### src/rtl/pipe_adder_pkg.sv
// Shared helpers for pipe_rc_adder: stage-count derivation and slice indexing.
package pipe_adder_pkg;

   localparam int DEF_WIDTH = 32;
   localparam int DEF_CHUNK = 8;

   function automatic int calc_stages(input int width, input int chunk);
      return (chunk > 0) ? width / chunk : 0;
   endfunction

   function automatic bit chunk_ok(input int width, input int chunk);
      return (chunk > 0) && (width >= chunk) && (width % chunk == 0);
   endfunction

   function automatic int slice_lo(input int k, input int chunk);
      return k * chunk;
   endfunction

   function automatic int slice_hi(input int k, input int chunk);
      return k * chunk + chunk - 1;
   endfunction

endpackage

### src/rtl/rc_chunk.sv
// Combinational CHUNK-bit ripple-carry adder made of full-adder cells.
// c_msb_in is the carry entering the top cell, used for signed overflow.
module rc_chunk #(
   parameter int CHUNK = 8
) (
   input  logic [CHUNK-1:0] x,
   input  logic [CHUNK-1:0] y,
   input  logic             ci,
   output logic [CHUNK-1:0] s,
   output logic             co,
   output logic             c_msb_in
);

   logic [CHUNK:0] c;

   always_comb begin
      c    = '0;
      s    = '0;
      c[0] = ci;
      for (int i = 0; i < CHUNK; i++) begin
         s[i]   = x[i] ^ y[i] ^ c[i];
         c[i+1] = (x[i] & y[i]) | (c[i] & (x[i] ^ y[i]));
      end
   end

   assign co       = c[CHUNK];
   assign c_msb_in = c[CHUNK-1];

endmodule

### src/rtl/pipe_rc_adder.sv
// Pipelined ripple-carry add/subtract, one CHUNK-bit slice per stage, valid/ready
// on both sides. Define PIPE_ADDER_OVF_EN to add the signed-overflow output ovf.
module pipe_rc_adder
   import pipe_adder_pkg::*;
#(
   parameter int WIDTH = DEF_WIDTH,
   parameter int CHUNK = DEF_CHUNK
) (
   input  logic             clk,
   input  logic             rst_n,
   input  logic             in_valid,
   output logic             in_ready,
   input  logic [WIDTH-1:0] a,
   input  logic [WIDTH-1:0] b,
   input  logic             cin,
   input  logic             sub,
   output logic             out_valid,
   input  logic             out_ready,
   output logic [WIDTH-1:0] sum,
   output logic             cout
`ifdef PIPE_ADDER_OVF_EN
   ,
   output logic             ovf
`endif
);

   localparam int STAGES = calc_stages(WIDTH, CHUNK);
   localparam int LAST   = STAGES - 1;

   if (!chunk_ok(WIDTH, CHUNK)) begin : g_bad_cfg
      $error("pipe_rc_adder: WIDTH must be a non-zero multiple of CHUNK");
   end

   logic [STAGES-1:0] v_q, v_d, ld, drain;
   logic [STAGES-1:0] c_q, c_d, c_in, ch_co;
   logic [WIDTH-1:0]  a_q [STAGES];
   logic [WIDTH-1:0]  a_d [STAGES];
   logic [WIDTH-1:0]  b_q [STAGES];
   logic [WIDTH-1:0]  b_d [STAGES];
   logic [WIDTH-1:0]  s_q [STAGES];
   logic [WIDTH-1:0]  s_d [STAGES];
   logic [WIDTH-1:0]  a_in [STAGES];
   logic [WIDTH-1:0]  b_in [STAGES];
   logic [WIDTH-1:0]  s_in [STAGES];
   logic [CHUNK-1:0]  ch_s [STAGES];
`ifdef PIPE_ADDER_OVF_EN
   logic [STAGES-1:0] msb_c;
   logic              ovf_q, ovf_d;
`else
   logic [STAGES-1:0] unused_msb_c;
`endif

   // Stage operands: stage 0 takes the ports, stage k the registers of stage k-1
   always_comb begin
      c_in    = '0;
      a_in[0] = a;
      b_in[0] = b ^ {WIDTH{sub}};
      s_in[0] = '0;
      c_in[0] = cin ^ sub;
      for (int k = 1; k < STAGES; k++) begin
         a_in[k] = a_q[k-1];
         b_in[k] = b_q[k-1];
         s_in[k] = s_q[k-1];
         c_in[k] = c_q[k-1];
      end
   end

   for (genvar k = 0; k < STAGES; k++) begin : g_stage
      rc_chunk #(.CHUNK(CHUNK)) u_chunk (
         .x        (a_in[k][slice_hi(k, CHUNK):slice_lo(k, CHUNK)]),
         .y        (b_in[k][slice_hi(k, CHUNK):slice_lo(k, CHUNK)]),
         .ci       (c_in[k]),
         .s        (ch_s[k]),
         .co       (ch_co[k]),
`ifdef PIPE_ADDER_OVF_EN
         .c_msb_in (msb_c[k])
`else
         .c_msb_in (unused_msb_c[k])
`endif
      );
   end

   // A stage drains when its successor loads, so bubbles collapse from the output back
   always_comb begin
      ld    = '0;
      drain = '0;
      v_d   = '0;
      for (int k = LAST; k >= 0; k--) begin
         if (k == LAST) drain[k] = v_q[k] & out_ready;
         else           drain[k] = ld[k+1];
         if (k == 0) ld[k] = in_valid  & (!v_q[k] | drain[k]);
         else        ld[k] = v_q[k-1] & (!v_q[k] | drain[k]);
         v_d[k] = ld[k] | (v_q[k] & !drain[k]);
      end
   end

   always_comb begin
      c_d = c_q;
      for (int k = 0; k < STAGES; k++) begin
         a_d[k] = a_q[k];
         b_d[k] = b_q[k];
         s_d[k] = s_q[k];
         if (ld[k]) begin
            a_d[k] = a_in[k];
            b_d[k] = b_in[k];
            s_d[k] = s_in[k];
            s_d[k][slice_lo(k, CHUNK) +: CHUNK] = ch_s[k];
            c_d[k] = ch_co[k];
         end
      end
`ifdef PIPE_ADDER_OVF_EN
      ovf_d = ovf_q;
      for (int k = 0; k < STAGES; k++) begin
         if (k == LAST && ld[k]) ovf_d = msb_c[k] ^ ch_co[k];
      end
`endif
   end

   always_ff @(posedge clk or negedge rst_n) begin
      if (!rst_n) begin
         v_q <= '0;
         c_q <= '0;
         for (int k = 0; k < STAGES; k++) begin
            a_q[k] <= '0;
            b_q[k] <= '0;
            s_q[k] <= '0;
         end
      end else begin
         v_q <= v_d;
         c_q <= c_d;
         for (int k = 0; k < STAGES; k++) begin
            a_q[k] <= a_d[k];
            b_q[k] <= b_d[k];
            s_q[k] <= s_d[k];
         end
      end
   end

`ifdef PIPE_ADDER_OVF_EN
   always_ff @(posedge clk or negedge rst_n) begin
      if (!rst_n) ovf_q <= 1'b0;
      else        ovf_q <= ovf_d;
   end
   assign ovf = ovf_q;
`endif

   assign in_ready  = !v_q[0] | drain[0];
   assign out_valid = v_q[LAST];
   assign sum       = s_q[LAST];
   assign cout      = c_q[LAST];

endmodule

### config.mk
export PLATFORM = sky130hd
export DESIGN_NAME = pipe_rc_adder
export DESIGN_NICKNAME = d
export VERILOG_FILES = /design/src/rtl/pipe_adder_pkg.sv /design/src/rtl/rc_chunk.sv /design/src/rtl/pipe_rc_adder.sv
export SDC_FILE = /design/constraint.sdc
export NUM_CORES = 1
export LEC_CHECK = 0
export CAP_MARGIN = 20
export CORE_MARGIN = 3
export CORE_UTILIZATION = 59
export DETAILED_ROUTE_END_ITERATION = 10
export PLACE_DENSITY = 0.82
export REMOVE_ABC_BUFFERS = 1
export SLEW_MARGIN = 20
export SYNTH_ARGS = -nofsm -noshare
export SYNTH_HDL_FRONTEND = slang
export SYNTH_SLANG_ARGS = --single-unit
export TNS_END_PERCENT = 100
### constraint.sdc
create_clock -name clk -period 6.6 [get_ports clk]
set_input_delay 0.99 -clock clk [delete_from_list [all_inputs] [get_ports clk]]
set_output_delay 0.99 -clock clk [all_outputs]
set_load 0.005 [all_outputs]
==> results.yml <==
power:
  total_leakage_power_nw: 4.320
  irDropWorstVdd_v: 0.0002160
  power_mw: 3.949
  switching_share_pct: 27.11
  power.density_mw_per_mm2: 404.2
  power.share.clock_pct: 25.7
  p_switching_mw: 1.071
  sequentialPowerShare_pct: 45.4
  power_frac_comb_pct: 28.9
  intPower_mw: 2.879
synth:
  synth.avg_cell_area_sq_um: 15.69
  async_reset_ff_share_pct: 100.0
  yosysTopAreaCell: "dfrtp_1"
  yosys.cell_count.top_type: "dfrtp_1"
  synth-warning-count: 0
  netlist.area_leader.share_pct: 57.54
  synth_flop_cell: "dfrtp_1"
  synth_cell_type_count: 19
  synth-seq-cells: 184
  post_synthesis_instance_total: 510
  synth_edf_count: 0
  synth_top_cells_by_count: "dfrtp_1, mux2_2, inv_1"
  yosysSeqAreaShare_pct: 57.54
  netlist_area_pre_place_sq_mm: 0.008001
  synth.top_cells.by_area: "dfrtp_1, mux2_2, fa_1"
floorplanning:
  dieHeight_um: 122.5
  floorplan.io_pins: 105
  design.core.area_sq_mm: 0.01293
  floorplan.initialDensity_pct: 61.90
  die_width_um: 122.5
  rows: 41
  dieArea_sq_mm: 0.01500
critical_path:
  critPathMaxFanout: 1
  critPathKind: "input port to flop"
  timing.critical_path.from_type: "input port"
  arrival_time_at_the_worst_endpoint_ps: 5130
  critical_path.endpoint_type: "flop"
  timing.critical_path.required_ps: 6900
place:
  place_hpwl_mm: 9.238
  io_buffer_count: 104
  post_dp_cell_area_sq_mm: 0.009165
  place_ws_ps: 1320
  gp_congestion: 0.7763
sta:
  final.period_utilization_pct: 73.20
  setup_ws_ps: 1769
  report.final.setup_viol: 0
  max_freq_mhz: 207.0
  worst_slew_pin_slew_ps: 949.7
  report.final.hold_viol_count: 0
  timing.setup.tns_ps: 0
  finalMaxSlewViolations: 0
  final.min_clock_period_ps: 4831
  finClkSkew_ps: 6.975
  setup_repair_after_global_routing_missed_its_margin: "no"
  slew_headroom_pct: 36.46
detailed_routing:
  wl_met2_mm: 7.760
  drt.antenna.violating_nets: 0
  top_layer: "met4"
  drt_iter0_drc: 192
  wl_met3_um: 413
  drt_pass1_iterations: 4
  routed_wire_length_per_instance_um: 17.56
  m1WireLength_mm: 5.723
  route.detailed.drc: 0
  routed_via_density: 5.198
  detail_route.wirelength_mm: 14.03
  via_count: 4153
clocking:
  cts-root-buf: "clkbuf_16"
  tritoncts: "done"
  numCtsBuffers: 17
  clock_insertion_delay_worst_skew_ps: 410
  cts_max_path_buffers: 2
  clkSinkCount: 184
  worst_setup_hold_path_clk_slew_ps: 60
  cts-resized-gates: 0
  h-tree-depth: 4
  cts.hold.buffers_added: 0
  postCtsSetupRepairBufs: 0
global_routing:
  via_count_of_the_first_global_routing_pass: 4692
  pin_count_of_the_biggest_net_entering_global_routing: 100
  antenna_violations_before_repair: 0
  grt_use_total_pct: 20.43
  grt_pass1_wl_mm: 23.23
  global_route.overflow_total: 0
layout:
  finish.net_count: 717
  finalInstanceArea_sq_mm: 0.009771
  multi_input_area_sq_mm: 0.003119
  layout-drive-gt1-share_pct: 32.22
  register_area_sq_mm: 0.004604
  antennaDiodeCount: 0
  fillerInstances: 835
  area_growth_syn_to_layout_pct: 22.11
outcome:
  result_of_the_run: "completed"
flow_run:
  max-cap-violations: 0
min_path:
  hp-class: "flop to flop"
-- placed cells by master, fill, tap and decap left out --
master | Yosys | layout
clkbuf_1 | 1 | 2
clkdlybuf4s50_1 | 0 | 102
fa_1 | 32 | 32
o21ai_0 | 6 | 6
mux2_4 | 22 | 22
buf_2 | 16 | 1
clkbuf_16 | 0 | 17
xnor2_1 | 9 | 9
clkinv_2 | 0 | 2
buf_4 | 1 | 3
nand2_4 | 0 | 1
nand2_1 | 5 | 2
nand2_2 | 0 | 2
xor2_1 | 24 | 24
buf_6 | 4 | 1
mux2i_1 | 14 | 14
mux2_2 | 141 | 141
clkinv_4 | 0 | 4
bufinv_16 | 0 | 3
nand4b_1 | 1 | 1
nand3b_1 | 1 | 1
inv_1 | 43 | 43
clkinvlp_4 | 0 | 2
nand2b_1 | 4 | 4
and4b_1 | 1 | 1
dfrtp_1 | 184 | 184
a21boi_4 | 0 | 1
clkbuf_8 | 0 | 2
-- power by group through the flow --
stage / sequential [mW] / combinational, mW / clock, mW
after floorplan: 1.75 / 0.699 / 0
after global placement: 1.78 / 1.08 / 0
after detailed placement: 1.81 / 1.16 / 0
after CTS: 1.80 / 1.18 / 1.03
after global routing: 1.85 / 1.27 / 1.08
final: 1.79 / 1.14 / 1.02
-- worst paths after layout --
kind	startpoint	to	slack, ps	cells after the start
max	cin	s_in[71]	1770	14
min	s_in[15]	s_in[15]	500	1
max reg2reg	a_in[72]	s_in[47]	2640	12
min reg2reg	s_in[15]	s_in[15]	500	1
max in group asynchronous	rst_n	s_in[21]	4710	2
min in group asynchronous	rst_n	sum[22]	630	1
-- logic make-up (layout without fill, tap and decap cells) --
logic type / after synthesis / count (layout) / synth area share, %
DFF: 184 / 184 / 57.55
muxes: 177 / 177 / 25.72
buffers and inverters: 65 / 182 / 3.722
xor gates and xnor gates: 33 / 33 / 3.612
adders and majority gates: 32 / 32 / 8.006
and+or+nand+nor: 12 / 12 / 0.8757
AOI/OAI and AO/OA: 7 / 7 / 0.5160
-- critical path, stage by stage --
cell and delay [ps]:
clkdlybuf4s50_1 410, xnor2_1 150, fa_1 400, inv_1 90, fa_1 170, inv_1 50, fa_1 410, fa_1 430
fa_1 440, fa_1 420, fa_1 400, inv_1 70, fa_1 420, mux2_4 270
-- metrics by stage --
step / hold WS, ps / cells / utilization [%]
floorplan: 470.0 / 488 / -
global placement: 483.5 / 768 / 70.90
detailed placement: 487.8 / 768 / 70.90
CTS: 501.9 / 799 / 75.51
global route: 513.1 / 799 / 75.58
finish: 498.7 / 799 / 75.58
-- routing by layer --
metal / vias up / GRT usage [%]
li1: 1903 / -
met2: 73 / 36.86
met4: 0 / 6.088
met3: 9 / 3.825
met5: - / 0
met1: 2168 / 25.10
-- registers in the layout, summed over array words and instances, names as in the netlist --
| name | cells |
|---|---|
| a_in | 48 |
| sum | 32 |
| c_q | 4 |
| s_in | 48 |
| b_in | 48 |
| v_q | 4 |
-- layout make-up --
type	count	share of cell area (%)
flip-flops and latches	184	47.13
repair buffers	108	10.99
clock inverters	11	1.537
well taps	172	2.203
multi-input cells	261	31.92
inverters	43	1.652
clock buffers	20	4.572
No activity file was read; power rests on OpenSTA's default activity.
